## src/rtl/dl_pkg.sv

```systemverilog
// Shared constants and receiver state encoding for the downlink frame receiver.
// The bit period is truncated, so 10 MHz / 115200 gives 86 clocks per bit.
package dl_pkg;

  localparam int unsigned SYS_CLK_HZ   = 10_000_000;
  localparam int unsigned DEFAULT_BAUD = 115_200;

  function automatic int unsigned clks_per_bit(input int unsigned clk_hz, input int unsigned baud);
    return clk_hz / baud;
  endfunction

  localparam int unsigned DEFAULT_CLKS_PER_BIT = clks_per_bit(SYS_CLK_HZ, DEFAULT_BAUD);

  typedef enum logic [1:0] {
    RX_IDLE,
    RX_START,
    RX_DATA,
    RX_STOP
  } rx_state_t;

endpackage

```

## src/rtl/dl_frame_rx_if.sv

```systemverilog
// Serial input and byte/frame result bundle of the downlink frame receiver.
// The master side is the receiver, and the slave side is whoever feeds rxd and consumes results.
interface dl_frame_rx_if #(
  parameter int DATASIZE = 128
);

  logic                rxd;
  logic [7:0]          rx_byte;
  logic                rx_byte_valid;
  logic [DATASIZE-1:0] frame_data;
  logic                frame_valid;
  logic                framing_err;
  logic                timeout_err;
  logic                busy;

  modport master (
    input  rxd,
    output rx_byte, rx_byte_valid, frame_data, frame_valid, framing_err, timeout_err, busy
  );

  modport slave (
    output rxd,
    input  rx_byte, rx_byte_valid, frame_data, frame_valid, framing_err, timeout_err, busy
  );

endinterface

```

## src/rtl/uart_rx.sv

```systemverilog
// 8N1 UART byte receiver with a two-flop input synchronizer and start-bit glitch rejection.
// Data bits are sampled at the bit centres, which are timed from the start-bit midpoint.
module uart_rx
  import dl_pkg::*;
#(
  parameter int CLKS_PER_BIT = DEFAULT_CLKS_PER_BIT
) (
  input  logic       clk10m,
  input  logic       rst_n,
  input  logic       rxd,
  output logic [7:0] rx_byte,
  output logic       rx_byte_valid,
  output logic       framing_err,
  output logic       busy
);

  localparam int CNT_W = $clog2(CLKS_PER_BIT + 1);
  localparam logic [CNT_W-1:0] HALF_CNT = CNT_W'((CLKS_PER_BIT - 1) / 2);
  localparam logic [CNT_W-1:0] LAST_CNT = CNT_W'(CLKS_PER_BIT - 1);

  logic [1:0]       sync_reg;
  logic             prev_reg;
  rx_state_t        state_reg, state_next;
  logic [CNT_W-1:0] cnt_reg, cnt_next;
  logic [2:0]       bit_reg, bit_next;
  logic [7:0]       shift_reg, shift_next;
  logic [7:0]       byte_reg, byte_next;
  logic             valid_reg, valid_next;
  logic             ferr_reg, ferr_next;
  logic             rxd_s;

  assign rxd_s = sync_reg[1];

  always_ff @(posedge clk10m or negedge rst_n) begin
    if (!rst_n) begin
      sync_reg  <= 2'b11;
      prev_reg  <= 1'b1;
      state_reg <= RX_IDLE;
      cnt_reg   <= '0;
      bit_reg   <= '0;
      shift_reg <= '0;
      byte_reg  <= '0;
      valid_reg <= 1'b0;
      ferr_reg  <= 1'b0;
    end else begin
      sync_reg  <= {sync_reg[0], rxd};
      prev_reg  <= rxd_s;
      state_reg <= state_next;
      cnt_reg   <= cnt_next;
      bit_reg   <= bit_next;
      shift_reg <= shift_next;
      byte_reg  <= byte_next;
      valid_reg <= valid_next;
      ferr_reg  <= ferr_next;
    end
  end

  always_comb begin
    state_next = state_reg;
    cnt_next   = cnt_reg + 1'b1;
    bit_next   = bit_reg;
    shift_next = shift_reg;
    byte_next  = byte_reg;
    valid_next = 1'b0;
    ferr_next  = 1'b0;
    case (state_reg)
      RX_IDLE: begin
        cnt_next = '0;
        // Only a high-to-low transition starts a byte, so a stuck-low line stays idle.
        if (!rxd_s && prev_reg) state_next = RX_START;
      end
      RX_START: begin
        if (cnt_reg == HALF_CNT) begin
          cnt_next   = '0;
          bit_next   = '0;
          state_next = rxd_s ? RX_IDLE : RX_DATA;
        end
      end
      RX_DATA: begin
        if (cnt_reg == LAST_CNT) begin
          cnt_next            = '0;
          shift_next[bit_reg] = rxd_s;
          bit_next            = bit_reg + 1'b1;
          if (bit_reg == 3'd7) state_next = RX_STOP;
        end
      end
      RX_STOP: begin
        if (cnt_reg == LAST_CNT) begin
          cnt_next   = '0;
          state_next = RX_IDLE;
          if (rxd_s) begin
            byte_next  = shift_reg;
            valid_next = 1'b1;
          end else begin
            ferr_next = 1'b1;
          end
        end
      end
      default: state_next = RX_IDLE;
    endcase
  end

  assign rx_byte       = byte_reg;
  assign rx_byte_valid = valid_reg;
  assign framing_err   = ferr_reg;
  assign busy          = (state_reg != RX_IDLE);

endmodule

```

## src/rtl/dl_frame_rx.sv

```systemverilog
// Downlink frame receiver. It packs NBYTES consecutive UART bytes into one frame word.
// A partial frame is dropped on an inter-byte timeout or on a framing error.
module dl_frame_rx
  import dl_pkg::*;
#(
  parameter int DATASIZE     = 128,
  parameter int NBYTES       = 8,
  parameter int CLKS_PER_BIT = DEFAULT_CLKS_PER_BIT,
  parameter int TIMEOUT_CLKS = 20 * CLKS_PER_BIT
) (
  input logic            clk10m,
  input logic            rst_n,
  dl_frame_rx_if.master  bus
);

  localparam int FW    = 8 * NBYTES;
  localparam int IDX_W = (NBYTES > 1) ? $clog2(NBYTES) : 1;
  localparam int GAP_W = $clog2(TIMEOUT_CLKS + 1);
  localparam logic [IDX_W-1:0] LAST_IDX = IDX_W'(NBYTES - 1);
  localparam logic [GAP_W-1:0] GAP_LAST = GAP_W'(TIMEOUT_CLKS - 1);

  if (NBYTES < 1 || NBYTES > DATASIZE / 8) begin : g_bad_param
    $error("dl_frame_rx: NBYTES out of range");
  end

  logic [7:0]       rx_byte_w;
  logic             rx_valid_w, ferr_w, rx_busy_w;
  logic [IDX_W-1:0] idx_reg;
  logic [FW-1:0]    shadow_reg, frame_reg;
  logic [GAP_W-1:0] gap_reg;
  logic             fv_reg, to_reg;
  wire  [FW-1:0]    merged;

  uart_rx #(.CLKS_PER_BIT(CLKS_PER_BIT)) u_rx (
    .clk10m        (clk10m),
    .rst_n         (rst_n),
    .rxd           (bus.rxd),
    .rx_byte       (rx_byte_w),
    .rx_byte_valid (rx_valid_w),
    .framing_err   (ferr_w),
    .busy          (rx_busy_w)
  );

  // This is the shadow word with the incoming byte placed in lane idx.
  for (genvar gi = 0; gi < NBYTES; gi++) begin : g_lane
    assign merged[8*gi +: 8] = (idx_reg == IDX_W'(gi)) ? rx_byte_w : shadow_reg[8*gi +: 8];
  end

  always_ff @(posedge clk10m or negedge rst_n) begin
    if (!rst_n) begin
      idx_reg    <= '0;
      shadow_reg <= '0;
      frame_reg  <= '0;
      gap_reg    <= '0;
      fv_reg     <= 1'b0;
      to_reg     <= 1'b0;
    end else begin
      fv_reg <= 1'b0;
      to_reg <= 1'b0;
      // A received byte takes priority over a timeout that expires in the same cycle.
      if (rx_valid_w) begin
        gap_reg <= '0;
        if (idx_reg == LAST_IDX) begin
          frame_reg  <= merged;
          fv_reg     <= 1'b1;
          idx_reg    <= '0;
          shadow_reg <= '0;
        end else begin
          shadow_reg <= merged;
          idx_reg    <= idx_reg + 1'b1;
        end
      end else if (idx_reg != '0) begin
        if (ferr_w) begin
          idx_reg    <= '0;
          shadow_reg <= '0;
          gap_reg    <= '0;
        end else if (gap_reg == GAP_LAST) begin
          idx_reg    <= '0;
          shadow_reg <= '0;
          gap_reg    <= '0;
          to_reg     <= 1'b1;
        end else begin
          gap_reg <= gap_reg + 1'b1;
        end
      end else begin
        gap_reg <= '0;
      end
    end
  end

  assign bus.rx_byte       = rx_byte_w;
  assign bus.rx_byte_valid = rx_valid_w;
  assign bus.framing_err   = ferr_w;
  assign bus.frame_data    = DATASIZE'(frame_reg);
  assign bus.frame_valid   = fv_reg;
  assign bus.timeout_err   = to_reg;
  assign bus.busy          = rx_busy_w | (idx_reg != '0);

endmodule

```

## src/flat_wrapper.sv

```systemverilog
// flat-port wrapper written by rule: the top's interface ports become plain ports
module dl_frame_rx_flat import dl_pkg::*;
#(
  parameter int DATASIZE     = 128,
  parameter int NBYTES       = 8,
  parameter int CLKS_PER_BIT = DEFAULT_CLKS_PER_BIT,
  parameter int TIMEOUT_CLKS = 20 * CLKS_PER_BIT
)
  (clk10m, rst_n, bus_rxd, bus_rx_byte, bus_rx_byte_valid, bus_frame_data, bus_frame_valid, bus_framing_err, bus_timeout_err, bus_busy);
  dl_frame_rx_if #(.DATASIZE(DATASIZE)) bus_i ();
  input logic clk10m;
  input logic rst_n;
  input wire logic [$bits(bus_i.rxd)-1:0] bus_rxd;
  output wire logic [$bits(bus_i.rx_byte)-1:0] bus_rx_byte;
  output wire logic [$bits(bus_i.rx_byte_valid)-1:0] bus_rx_byte_valid;
  output wire logic [$bits(bus_i.frame_data)-1:0] bus_frame_data;
  output wire logic [$bits(bus_i.frame_valid)-1:0] bus_frame_valid;
  output wire logic [$bits(bus_i.framing_err)-1:0] bus_framing_err;
  output wire logic [$bits(bus_i.timeout_err)-1:0] bus_timeout_err;
  output wire logic [$bits(bus_i.busy)-1:0] bus_busy;
  assign bus_i.rxd = bus_rxd;
  assign bus_rx_byte = bus_i.rx_byte;
  assign bus_rx_byte_valid = bus_i.rx_byte_valid;
  assign bus_frame_data = bus_i.frame_data;
  assign bus_frame_valid = bus_i.frame_valid;
  assign bus_framing_err = bus_i.framing_err;
  assign bus_timeout_err = bus_i.timeout_err;
  assign bus_busy = bus_i.busy;
  dl_frame_rx #(.DATASIZE(DATASIZE), .NBYTES(NBYTES), .CLKS_PER_BIT(CLKS_PER_BIT), .TIMEOUT_CLKS(TIMEOUT_CLKS)) u_core (.clk10m(clk10m), .rst_n(rst_n), .bus(bus_i));
endmodule
```

## config.mk

```make
export PLATFORM = sky130hd
export DESIGN_NAME = dl_frame_rx_flat
export DESIGN_NICKNAME = d
export VERILOG_FILES = /design/src/rtl/dl_pkg.sv /design/src/rtl/dl_frame_rx_if.sv /design/src/rtl/uart_rx.sv /design/src/rtl/dl_frame_rx.sv /design/src/flat_wrapper.sv
export SDC_FILE = /design/constraint.sdc
export NUM_CORES = 1
export LEC_CHECK = 0
export CAP_MARGIN = 25
export CORE_AREA = 5 5 155 157
export DETAILED_ROUTE_END_ITERATION = 8
export DIE_AREA = 0 0 160 162
export PLACE_DENSITY = 0.56
export SLEW_MARGIN = 5
export SYNTH_ARGS = -nofsm -noshare
export SYNTH_HDL_FRONTEND = slang
export SYNTH_SLANG_ARGS = --single-unit
```

## constraint.sdc

```tcl
create_clock -name clk10m -period 3.3 [get_ports clk10m]
set_input_delay 0.495 -clock clk10m [delete_from_list [all_inputs] [get_ports clk10m]]
set_output_delay 0.495 -clock clk10m [all_outputs]
set_load 0.02 [all_outputs]
```

# ---- Word level (Yosys, flattened, before mapping)
# Cells that the tools add are included.
# W data, S select, Z words.
dict set report word_totals {
  ff_bits 177
  in_bits 3
  wordCells 108
}
dict set report classes {
  n_addsub 4
  order_cmp 2
  eq_ne 19
  mux 50
  bitwise 1
  n_reduce_logical 17
}
# operator count
set ops {}
lappend ops {{$mux W64} 5}
lappend ops {{$mux W8} 8}
lappend ops {{$mux W11} 4}
lappend ops {{$mux W3} 7}
lappend ops {{$pmux W7 S3} 1}
lappend ops {{$eq A3 B3 Y1 const B} 5}
lappend ops {{$mux W7} 2}
lappend ops {{$mux W1} 13}
lappend ops {{$mux W2} 6}
lappend ops {{$add A11 B1 Y11 const B} 1}
lappend ops {{$eq A11 B11 Y1 const B} 1}
lappend ops {{$ne A2 B2 Y1 const B} 5}
lappend ops {{$bwmux W8} 1}
lappend ops {{$pmux W2 S4} 1}
lappend ops {{$add A7 B1 Y7 const B} 1}
lappend ops {{$eq A7 B6 Y1 const B} 1}
lappend ops {{$eq A7 B7 Y1 const B} 1}
lappend ops {{$add A3 B1 Y3 const B} 2}
lappend ops {{$eq A3 B2 Y1 const B} 2}
lappend ops {{$pmux W3 S2} 1}
lappend ops {{$reduce_and A2 Y1} 3}
lappend ops {{$reduce_and A3 Y1} 2}
lappend ops {{$reduce_bool A2 Y1} 3}
lappend ops {{$reduce_bool A3 Y1} 2}
lappend ops {{other kinds (13)} 15}

# ---- Logic depth before layout (Yosys ltp)
dict set report logic_depth {
  depth_word 5
  ltp_mapped 8
}

# ---- Hierarchy
# A second synthesis with hierarchy kept.
dict set report hier_totals {
  hier_cells 704
  area_unflattened_um2 7821.3
}
# mod instances cells_each area_per_inst_um2 seq_area_each_um2
set by_module_without_submodules {}
lappend by_module_without_submodules {dl_frame_rx 1 578 6266.0 3403.3}
lappend by_module_without_submodules {uart_rx 1 126 1555.2 829.5}

# ---- Least setup slack after synthesis
# Ideal clock, no wire load.
dict set report synth_path {
  path_kind {reg-to-reg}
  from {register u_core.u_rx.cnt_reg[1]}
  to {register u_core.u_rx.shift_reg[1]}
  arrival_ns 1.823
  t_required_ns 3.175
  path_slack_ns 1.352
  path_stages_with_launch 8
  n_path_buf 1
  period_less_slack_ns 1.948
  cell_sequence {dfrtp_1 > inv_1 > ha_1 > nand4b_1 > or3b_1 > buf_6 > nor4b_1 > mux2_2}
}
dict set report synth_via {
  elab_chain_cells 2
}
# item line_no
set synth_rtl {}
lappend synth_rtl {{start: declaration} uart_rx.sv:24} ;# logic [CNT_W-1:0] cnt_reg, cnt_next;
lappend synth_rtl {{start signal: assignment} uart_rx.sv:49} ;# cnt_reg <= cnt_next;
lappend synth_rtl {{$eq A7 B7 Y1} uart_rx.sv:80} ;# if (cnt_reg == LAST_CNT) begin
lappend synth_rtl {{$reduce_and A2 Y1 (no line)} n/a}
lappend synth_rtl {{end signal: assignment} uart_rx.sv:51} ;# shift_reg <= shift_next;
lappend synth_rtl {{end: declaration} uart_rx.sv:26} ;# logic [7:0] shift_reg, shift_next;
# No other way between the ends.
# A chain may end at the register's enable or synchronous reset.

# ---- Worst setup path after layout
dict set report layout_path {
  from {register u_core.idx_reg[0]}
  to {output bus_busy}
}
dict set report layout_via {
  elab_chain_cells 2
}
# item line_no
set layout_rtl {}
lappend layout_rtl {{start: declaration} dl_frame_rx.sv:28} ;# logic [IDX_W-1:0] idx_reg;
lappend layout_rtl {{start signal: assignment} dl_frame_rx.sv:70} ;# idx_reg <= idx_reg + 1'b1;
lappend layout_rtl {{$reduce_bool A3 Y1} dl_frame_rx.sv:97} ;# assign bus.busy = rx_busy_w | (idx_reg != '0);
lappend layout_rtl {{$or A1 B1 Y1} dl_frame_rx.sv:97}
lappend layout_rtl {{end: declaration} flat_wrapper.sv:20} ;# output wire logic [$bits(bus_i.busy)-1:0] bus_busy;
# No other way between the ends.

==> flow_summary.json <==
{
  "die_area_um2": 25900,
  "slew_headroom": 0.478,
  "initial_core_util": 0.344,
  "wl_met3_um": 752,
  "clk_latency_ps": 430,
  "ys.flop_type": "dfrtp_1",
  "drive_gt1_frac": 0.100,
  "grt_max_degree": 80,
  "hold_class": "in2async",
  "wl_met2_um": 7830,
  "ys_ff_latch": 169,
  "syn2layout_area_growth_pct": 18.7,
  "dp.cells": 1022,
  "path_max_fanout": 13,
  "rows": 55,
  "async_reset_ff_frac": 1.00,
  "yosys_warnings": 0,
  "ant_nets": 0,
  "post-route-min-period_ps": 2850,
  "hpwl_um": 11300,
  "grt_pass1_vias": 4817,
  "grt_pass1_wl_um": 27400,
  "die_h_um": 162,
  "synthesis.area_um2": 7700,
  "antenna_found_initial": 0,
  "synth_seq_area_share": 0.550,
  "synth.avg_cell_area_um2": 11.2,
  "rr_worst_depth": 7,
  "grt_usage": 0.132,
  "overflow": 0,
  "largest_reg_flops": 64,
  "cts_resized": 0,
  "dpl_worst_slack_ps": 937,
  "coreArea_um2": 22400,
  "cts_root_buf": "clkbuf_16",
  "maxSlewViolCount": 0,
  "antennaDiodeCount": 0,
  "fin_crit_sh": 0.864,
  "holdWs_ps": 106,
  "synth_edf_count": 0,
  "finalPower_mw": 4.42,
  "drt-pass1-iter-count": 5,
  "synth_cells": 686,
  "tritoncts": "built",
  "tightestPinTransition_ps": 783,
  "fin_cells": 1053,
  "skew_ps": 15.1,
  "routabilityCongestion": 0.763,
  "htreeDepth": 4,
  "holdBufCountCts": 0,
  "peakVddDrop_mv": 0.340,
  "leakagePower_nw": 4.41,
  "cts_buffers": 17,
  "cts_setup_buffers": 0,
  "drt-met1-wl_um": 8320,
  "avgRoutedWirePerCell_um": 16.2,
  "io_pins": 144,
  "drc": 0,
  "ys_types": 50,
  "p_per_area_nw_per_um2": 484,
  "layout.nets": 771,
  "top_layer": "met4",
  "crit_path_end_kind": "output port",
  "hold_viol": 0,
  "drv_cap": 0,
  "clkTransAtPathRegs_ps": 70,
  "drt_iter0_markers": 318,
  "setup_tns_ps": 0,
  "worstPathArrival_ps": 2360,
  "clk_path_buf_depth": 2,
  "cp-start-kind": "flip-flop",
  "setup_viol": 0,
  "status": "finished clean",
  "rsz0062_at_grt": "false",
  "die-width_um": 160,
  "port_buffers": 79,
  "final.setup.worst_slack_ps": 450,
  "required_ps": 2800,
  "via_per_inst": 4.76,
  "path_class": "reg2out",
  "clock.fmax_mhz": 351,
  "dr_total_vias": 5016,
  "clock-sinks": 169,
  "wirelength_um": 17100
}
metal layers:
layer  up-vias  track usage
li1       2414            -
met1      2487        0.192
met2       101        0.197
met3        14       0.0332
met4         0       0.0383
met5         -            0
logic make-up after synthesis:
family	after synthesis	share of synthesized area
AND/OR/NAND/NOR	173	0.106
flip-flops	169	0.550
AO/OA/AOI/OAI	129	0.118
buffers and inverters	112	0.0878
multiplexers	76	0.103
XOR/XNOR	14	0.0159
adder cells (fa/ha/maj)	12	0.0195
other	1	0.000487
cell type report:
class / count / area (µm²)
clock buffers: 17 / 425
clock inverters: 14 / 145
fillers: 2133 / 13200
inverters: 11 / 41.3
multi-input cells: 468 / 3030
flip-flops and latches: 169 / 4230
well taps: 285 / 357
repair buffers: 89 / 905
through the flow:
step           cell area, µm²  utilization
3_5_place_dp             8560        0.383
5_1_grt                  9130        0.408
3_3_place_gp             8560        0.383
4_1_cts                  9130        0.408
2_1_floorplan            7930            -
6_report                 9130        0.408
report_power, final:
group / internal (mW) / switching, mW
Sequential: 2.13 / 0.0717
Clock: 1.01 / 0.927
Combinational: 0.101 / 0.189
worst max-delay path, cell delays in order, from the launching register on:
cell	delay, ps
dfrtp_1	410
inv_1	130
ha_1	230
nand2b_1	70
buf_4	180
or3_1	350
clkdlybuf4s50_1	560
cell usage in the layout, fill, tap and decap left out, types with 9 or more instances in the layout:
master,synthesis,routed
a21oi_1,54,54
conb_1,1,64
a22o_1,57,57
inv_1,11,11
ha_1,12,12
xnor2_1,9,9
mux2_2,25,25
nor2_1,88,88
clkdlybuf4s50_1,0,78
nand2_1,33,33
mux2i_1,51,51
clkbuf_16,0,17
dfrtp_1,166,166
synth_stat cells (2+ instances only):
library cell / number / area [µm²]
ha_1: 12 / 150
buf_1: 6 / 22.5
o21ai_0: 2 / 10.0
and3_1: 2 / 12.5
mux2_2: 25 / 282
xnor2_1: 9 / 78.8
a22o_1: 57 / 499
inv_1: 11 / 41.3
nand2_1: 33 / 124
nor4b_1: 2 / 17.5
nand2b_1: 6 / 37.5
buf_4: 64 / 480
nor2b_1: 4 / 25.0
nand4b_1: 2 / 17.5
clkbuf_1: 24 / 90.1
nor3_1: 6 / 30.0
dfrtp_1: 166 / 4150
mux2i_1: 51 / 510
buf_2: 5 / 25.0
nor4_1: 4 / 25.0
and2_1: 2 / 12.5
nor2_1: 88 / 330
dfstp_2: 3 / 78.8
xor2_1: 5 / 43.8
nand4_1: 2 / 12.5
a31oi_1: 8 / 50.1
a21oi_1: 54 / 270
nand3_1: 8 / 40.0
or3_1: 2 / 12.5
nor3b_1: 3 / 22.5
path summary, 6_finish.rpt:
path,start,to,slack [ps]
max in group asynchronous,rst_n,u_core.u_rx.sync_reg[1],2380
worst min register to register,u_core.u_rx.sync_reg[0],u_core.u_rx.sync_reg[1],360
worst min-delay path,rst_n,u_core.frame_reg[19],110
min in group clk10m,u_core.u_rx.sync_reg[0],u_core.u_rx.sync_reg[1],360
worst max register to register,u_core.idx_reg[0],u_core.shadow_reg[28],1060
worst max-delay path,u_core.idx_reg[0],bus_busy,450
Power figures use the tool's default switching activity.
